<file path="src/rtl/inst_fifo_arb.sv">
// Round-robin write arbiter sharing one instruction FIFO between NREQ producers.
// Grants one producer at a time; releases on packet end or burst cap.
module inst_fifo_arb #(
    parameter int DWIDTH    = 16,
    parameter int NREQ      = 4,
    parameter int MAX_BURST = 4
) (
    input  logic                     clk,
    input  logic                     reset,
    input  logic [NREQ-1:0]          req_valid,
    input  logic [NREQ*DWIDTH-1:0]   req_data,
    input  logic [NREQ-1:0]          req_last,
    output logic [NREQ-1:0]          req_ready,
    input  logic                     fifo_full,
    output logic                     fifo_wr_en,
    output logic [DWIDTH-1:0]        fifo_din,
    output logic [NREQ-1:0]          grant,
    output logic                     busy
);

    localparam int LW = (NREQ > 1) ? $clog2(NREQ) : 1;
    localparam int BW = $clog2(MAX_BURST + 1);

    typedef enum logic {IDLE, GRANT} state_t;

    state_t            state_q, state_d;
    logic [NREQ-1:0]   grant_q, grant_d;
    logic [LW-1:0]     last_q, last_d;
    logic [BW-1:0]     beats_q, beats_d;
    logic [LW-1:0]     owner;
    logic [LW-1:0]     arb_ptr;
    logic [LW-1:0]     pick;
    logic              pick_ok;
    logic              beat;
    logic              rel;

    always_comb begin
        owner = '0;
        for (int i = 0; i < NREQ; i++) begin
            if (grant_q[i]) owner = LW'(i);
        end
    end

    // On release the old owner becomes the pointer, so it gets lowest priority.
    assign arb_ptr = (state_q == GRANT) ? owner : last_q;

    always_comb begin
        pick    = '0;
        pick_ok = 1'b0;
        for (int k = NREQ; k >= 1; k--) begin
            if (req_valid[(int'(arb_ptr) + k) % NREQ]) begin
                pick    = LW'((int'(arb_ptr) + k) % NREQ);
                pick_ok = 1'b1;
            end
        end
    end

    assign busy       = (state_q == GRANT);
    assign grant      = grant_q;
    assign req_ready  = (busy && !fifo_full) ? grant_q : '0;
    assign beat       = busy & req_valid[owner] & ~fifo_full;
    assign fifo_wr_en = beat;
    assign fifo_din   = beat ? req_data[int'(owner)*DWIDTH +: DWIDTH] : '0;
    assign rel        = beat & (req_last[owner] |
                                (beats_q + BW'(1) == BW'(MAX_BURST)));

    always_comb begin
        state_d = state_q;
        grant_d = grant_q;
        last_d  = last_q;
        beats_d = beats_q;
        unique case (state_q)
            IDLE: begin
                if (pick_ok) begin
                    state_d = GRANT;
                    grant_d = NREQ'(1) << pick;
                end
            end
            GRANT: begin
                if (rel) begin
                    last_d  = owner;
                    beats_d = '0;
                    if (pick_ok) begin
                        grant_d = NREQ'(1) << pick;
                    end else begin
                        state_d = IDLE;
                        grant_d = '0;
                    end
                end else if (beat) begin
                    beats_d = beats_q + BW'(1);
                end
            end
            default: begin
                state_d = IDLE;
                grant_d = '0;
            end
        endcase
    end

    always_ff @(posedge clk or negedge reset) begin
        if (!reset) begin
            state_q <= IDLE;
            grant_q <= '0;
            last_q  <= LW'(NREQ - 1);
            beats_q <= '0;
        end else begin
            state_q <= state_d;
            grant_q <= grant_d;
            last_q  <= last_d;
            beats_q <= beats_d;
        end
    end

endmodule
</file>
<file path="config.mk">
export PLATFORM = sky130hd
export DESIGN_NAME = inst_fifo_arb
export DESIGN_NICKNAME = d
export VERILOG_FILES = /design/src/rtl/inst_fifo_arb.sv
export SDC_FILE = /design/constraint.sdc
export NUM_CORES = 1
export LEC_CHECK = 0
export ABC_AREA = 1
export BUFFER_PORTS_ARGS = -buffer_cell sky130_fd_sc_hd__clkbuf_2
export CORE_ASPECT_RATIO = 1.2
export CORE_MARGIN = 5
export CORE_UTILIZATION = 46
export CTS_BUF_LIST = sky130_fd_sc_hd__clkbuf_8 sky130_fd_sc_hd__clkbuf_16
export CTS_CLUSTER_DIAMETER = 100
export CTS_CLUSTER_SIZE = 28
export DETAILED_ROUTE_END_ITERATION = 7
export PLACE_DENSITY = 0.87
export SYNTH_ARGS = -nofsm -noshare
export SYNTH_HDL_FRONTEND = slang
export SYNTH_SLANG_ARGS = --single-unit
</file>
<file path="constraint.sdc">
create_clock -name clk -period 2.7 [get_ports clk]
set_input_delay 0.27 -clock clk [delete_from_list [all_inputs] [get_ports clk]]
set_output_delay 0.27 -clock clk [all_outputs]
set_load 0.005 [all_outputs]
</file>
-- Word-level counts from Yosys, hierarchy flattened
Index checks and enable logic that the tools add are counted.
- register bits: 10
- input bits: 75
- output and inout bits: 26
- add/subtract/negate cells: 5
- order comparisons: 5
- eq/ne operators: 3
- shift operators: 2
- mux-type cells: 39
- bitwise operators: 10
- reductions and logical operators: 10
- operators by type and width (operator ; number):
    $shiftx A64 B7 Y16 ; 1
    $mux W1 ; 17
    $lt A3 B4 Y1 const B ; 4
    $mux W16 ; 1
    $mux W4 ; 4
    $mux W2 ; 7
    $bmux W1 S2 ; 6
    $pmux W4 S2 ; 1
    $reduce_or A2 Y1 ; 4
    $mux W3 ; 2
    $reduce_and A2 Y1 ; 3
    $add A2 B1 Y2 const B ; 2
    $add A2 B2 Y2 const B ; 2
    $and A1 B1 Y1 const A ; 4
    $shl A1 B2 Y4 const A ; 1
    $add A3 B1 Y3 const B ; 1
    $and A1 B1 Y1 ; 3
    $eq A3 B3 Y1 const B ; 1
    $lt A2 B3 Y1 const B ; 1
    $ne A2 B1 Y1 const B ; 1
    $ne A2 B2 Y1 const B ; 1
    $not A1 Y1 ; 2
    $pmux W1 S2 ; 1
    $reduce_bool A2 Y1 ; 1
    3 further kinds ; 3

-- Logic depth before layout (Yosys ltp)
- word-level depth: 18
- mapped depth: 15

-- Worst setup path before layout
Ideal clock, no wire load.
- kind: reg-to-output
- start point: register grant_q[1] (netlist: grant[1])
- end point: output fifo_din[10]
- data arrival time: 1469 ps
- data required time: 2430 ps
- slack: 961 ps
- stages on the path, launching flop included: 11
- buffers on the path: 2
- path through: dfrtp_1 buf_2 nand2_4 nand2_4 inv_4 o21ai_1 nand2_1 nor2_4 inv_2 buf_2 a21oi_1
- cells in the longest elaborated chain, start to end: 8
- ends and longest elaborated chain (element ; line ; RTL):
    start, declared ; 27 ; logic [NREQ-1:0] grant_q, grant_d;
    start signal, assigned ; 108 ; grant_q <= grant_d;
    $mux W1 ; 40 ; if (grant_q[i]) owner = LW'(i);
    $mux W2 (2 in series) ; 40 ;
    $bmux W1 S2 ; 61 ; assign beat = busy & req_valid[owner] & ~fifo_full;
    $mux W1 (implied by the code) ; 61 ;
    $and A1 B1 Y1 (2 in series) ; 61 ;
    via fifo_wr_en ; 15 ; output logic fifo_wr_en,
    $mux W16 ; 63 ; assign fifo_din = beat ? req_data[int'(owner)*DWIDTH +: DWIDTH] : '0;
    end, declared ; 16 ; output logic [DWIDTH-1:0] fifo_din,
The timed path passes the listed nets, and every way through them passes these cells. The select of a mux whose other input is x is not followed.

-- Worst setup path in the final report
- start point: register grant_q[3] (netlist: grant[3])
- end point: output fifo_din[13]
- cells in the longest elaborated chain, start to end: 6
- ends and longest elaborated chain (element ; line):
    $mux W2 (*) ; 40
    parallel branches: the longest is 4 deep, another holds $shiftx A64 B7 Y16 ; --
    $mux W16 (*) ; 63
Mark *: on every way between the ends. The select of a mux whose other input is x is not followed.

==> flow_summary_export.csv <==
group,metric,value,unit
run_status,status,"finished, final reports clean",
floorplan,die_area,4578,µm²
yosys,synthTopCellsByArea,"nor2_1 (17%), dfrtp_1 (13%), nand2_1 (11%)",
yosys,synthFlopType,"dfrtp_1",
final_layout,filler_cell_count,330,
setup_path,path_buf_inv,4,
detailed_routing,wirelength,5260,µm
setup_path,ff2ff_setup_slack,0.71,ns
timing,max_freq,0.4068,GHz
final_layout,layout.nets,435,
final_layout,drive_gt1_share,39.78,%
detailed_routing,num_vias,2054,
timing,min_period,2.458,ns
placed_design,post-place-ws,0.5314,ns
placed_design,io_buffers,100,
floorplan,die_x,62.61,µm
floorplan,start_util,46.57,%
detailed_routing,viasPerCell,5.213,
floorplan,rows,23,
yosys,synth_cell_types,31,
clock_tree,cts_buffers,3,
floorplan,coreArea,3281,µm²
detailed_routing,first_pass_iters,4,
setup_path,worst_path_most_repeated_cell,"inv_4",
yosys,yosysMostFrequentCell,"nor2_1",
setup_path,path_cells,"inv_4, nand2_4, inv_4, o21ai_1, nand2_1, nor2_4, inv_2, a21oi_1, clkbuf_2",
setup_path,regToRegStartpoint,"busy",
setup_path,crit_path_start_kind,"flip-flop",
final_layout,instances_no_fill,394,
setup_path,crit_fanout,22,
yosys,ys_seq_area_share,16.54,%
timing,max_slew_margin,68.53,%
yosys,ys_warn_count,0,
timing,fin_setup_tns,0,ns
timing,worst_slack,0.2420,ns
yosys,netlist_instances,261,
timing,final-hold-violation-count,0,
setup_path,max_stage_delay,0.49,ns
clock_tree,clkSlewWorstSetupHoldPaths,0.05,ns
global_routing,grt_first_pass_wirelength,8542,µm
detailed_routing,antenna_left,0,
pwr,vdd_drop_max,0.6406,mV
yosys,post-synth-top-area-cell,"nor2_1",
clock_tree,cts_resized,0,
hold_path,hp-class,"input pin to asynchronous set/reset pin",
timing,worst_pin_slew,0.4721,ns
yosys,synthArstFlopShare,100.0,%
final_layout,syn_to_final_growth,36.04,%
setup_path,critPathTopFamily,"buffers and inverters",
timing,setup_viol,0,
timing,rsz0062_at_grt,"no",
timing,skew,0.0007945,ns
pwr,combPwrFrac,79.2,%
setup_path,worstSetupPathType,"flip-flop to output pin",
clock_tree,clock-sinks,10,
pwr,p_leak,0.001199,µW
placed_design,gp_congestion,0.9194,
global_routing,grt_max_degree,23,
floorplan,die_height,73.13,µm
placed_design,hpwlAfterDp,4313,µm
detailed_routing,drt_iter0_drc,148,
clock_tree,cts_setup_buffers,0,
clock_tree,clk_path_buf_depth,2,
setup_path,reg2reg_to,"grant[2]",
setup_path,worstSetupEndpointType,"output pin",
yosys,syn-cell-area,1528,µm²
setup_path,cp_slowest_cell,"dfrtp_1",
pwr,powerDensity,997.2,nW/µm²
timing,maxSlewViolCount,0,
clock_tree,cts_tree,"built",
clock_tree,cts_max_level,1,
global_routing,grt_pass1_vias,1996,
pwr,p_switching,1180,µW
yosys,synth_nets,338,
timing,holdWs,0.4456,ns
setup_path,cp.required,2.43,ns
final_layout,antennaDiodeCount,0,
setup_path,reg2regPathDepth,11,
yosys,yosysTopAreaCellShare,17.20,%
clock_tree,root_buffer,"clkbuf_8",
detailed_routing,post_drt_wl_per_cell,13.35,µm
pwr,sw_frac_of_total,56.93,%
global_routing,overflow,0,
floorplan,ios,101,
setup_path,critPathArrivalTime,2.19,ns
yosys,synth_edf_count,0,
timing,fin_crit_sh,91.04,%
yosys,synth_commonest_cells,"nor2_1 (70), nand2_1 (46), o21ai_0 (34)",
yosys,synth_area_per_cell,5.853,µm²
global_routing,gr-usage-all-layers,22.77,%
placed_design,dp_cells,389,
detailed_routing,drcViolationCount,0,
pwr,intPower,892.6,µW
clock_tree,worstSkewPairLatency,0.24,ns
global_routing,antenna_found_initial,0,
pwr,clock_power_share,7.5,%
yosys,synth-seq-cells,10,
pwr,seqPwrFrac,13.3,%
job,maxCapViolCount,0,
## logic make-up after synthesis
kind of cell,share of synthesized area (%)
buffers and inverters,9.582
AOI/OAI and AO/OA,22.69
DFF,16.54
and+or+nand+nor,48.98
adders and majority gates,1.638
xor gates and xnor gates,0.5734
## final cells by class
type	count	area (µm²)	area share [%]
Multi-Input combinational cell	220	1129	54.30
Timing Repair Buffer	103	525.5	25.29
Sequential cell	10	252.7	12.16
Inverter	20	80.08	3.853
Tap cell	37	46.29	2.228
Clock buffer	3	41.29	1.987
Clock inverter	1	3.754	0.1806
## state kept, by name, indices dropped and copies added, names as in the netlist
register  flops
busy          1
grant         4
last_q        2
beats_q       3
## per-layer routing
metal | track usage [%] | vias to the layer above | share of wire [%]
li1 | - | 1035 | -
met4 | 11.79 | 0 | 4.0
met1 | 23.80 | 896 | 36
met5 | 0 | - | 0
met2 | 41.71 | 104 | 51
met3 | 6.009 | 19 | 9.1
## layout by cell type, fill, tap and decap left out, drive strengths merged
master	count
a21boi	1
a21oi	20
a22o	2
buf	2
clkbuf	103
dfrtp	8
dfstp	2
dlygate4sd3	1
ha	2
inv	21
nand2	60
nand3	17
nand3b	1
nor2	74
o211ai	2
o21ai	37
or2	3
xor2	1
## through the flow
stage / cell area, µm² / util [%] / power, µW
after global routing: 2078 / 63.35 / 2300
after detailed placement: 2023 / 61.67 / 1906
after global placement: 2023 / 61.67 / 1865
after floorplan: 1528 / - / 1503
after CTS: 2078 / 63.35 / 2070
final: 2078 / 63.35 / 2072
## power groups by stage
stage	combinational (µW)	clock, µW	sequential (µW)
6_report	1640	156	276
5_1_grt	1850	169	285
4_1_cts	1630	161	276
3_5_place_dp	1630	0	277
3_3_place_gp	1590	0	274
2_1_floorplan	1240	0	267
## how the worst max path moves through the flow
stage | from | endpoint | cells past startpoint
global placement | grant[3] | fifo_din[13] | 9
finish | grant[3] | fifo_din[13] | 9
CTS | grant[3] | fifo_din[14] | 9
floorplan | grant[1] | fifo_din[10] | 10
global route | grant[3] | fifo_din[14] | 9
detailed placement | grant[3] | fifo_din[14] | 9
## what timing repair did
action                     4_1_cts  5_1_grt
setup endpoints to repair        0        0
hold endpoints to repair         8        0
hold buffers                     1        0
No activity file was read; power rests on OpenSTA's default activity.
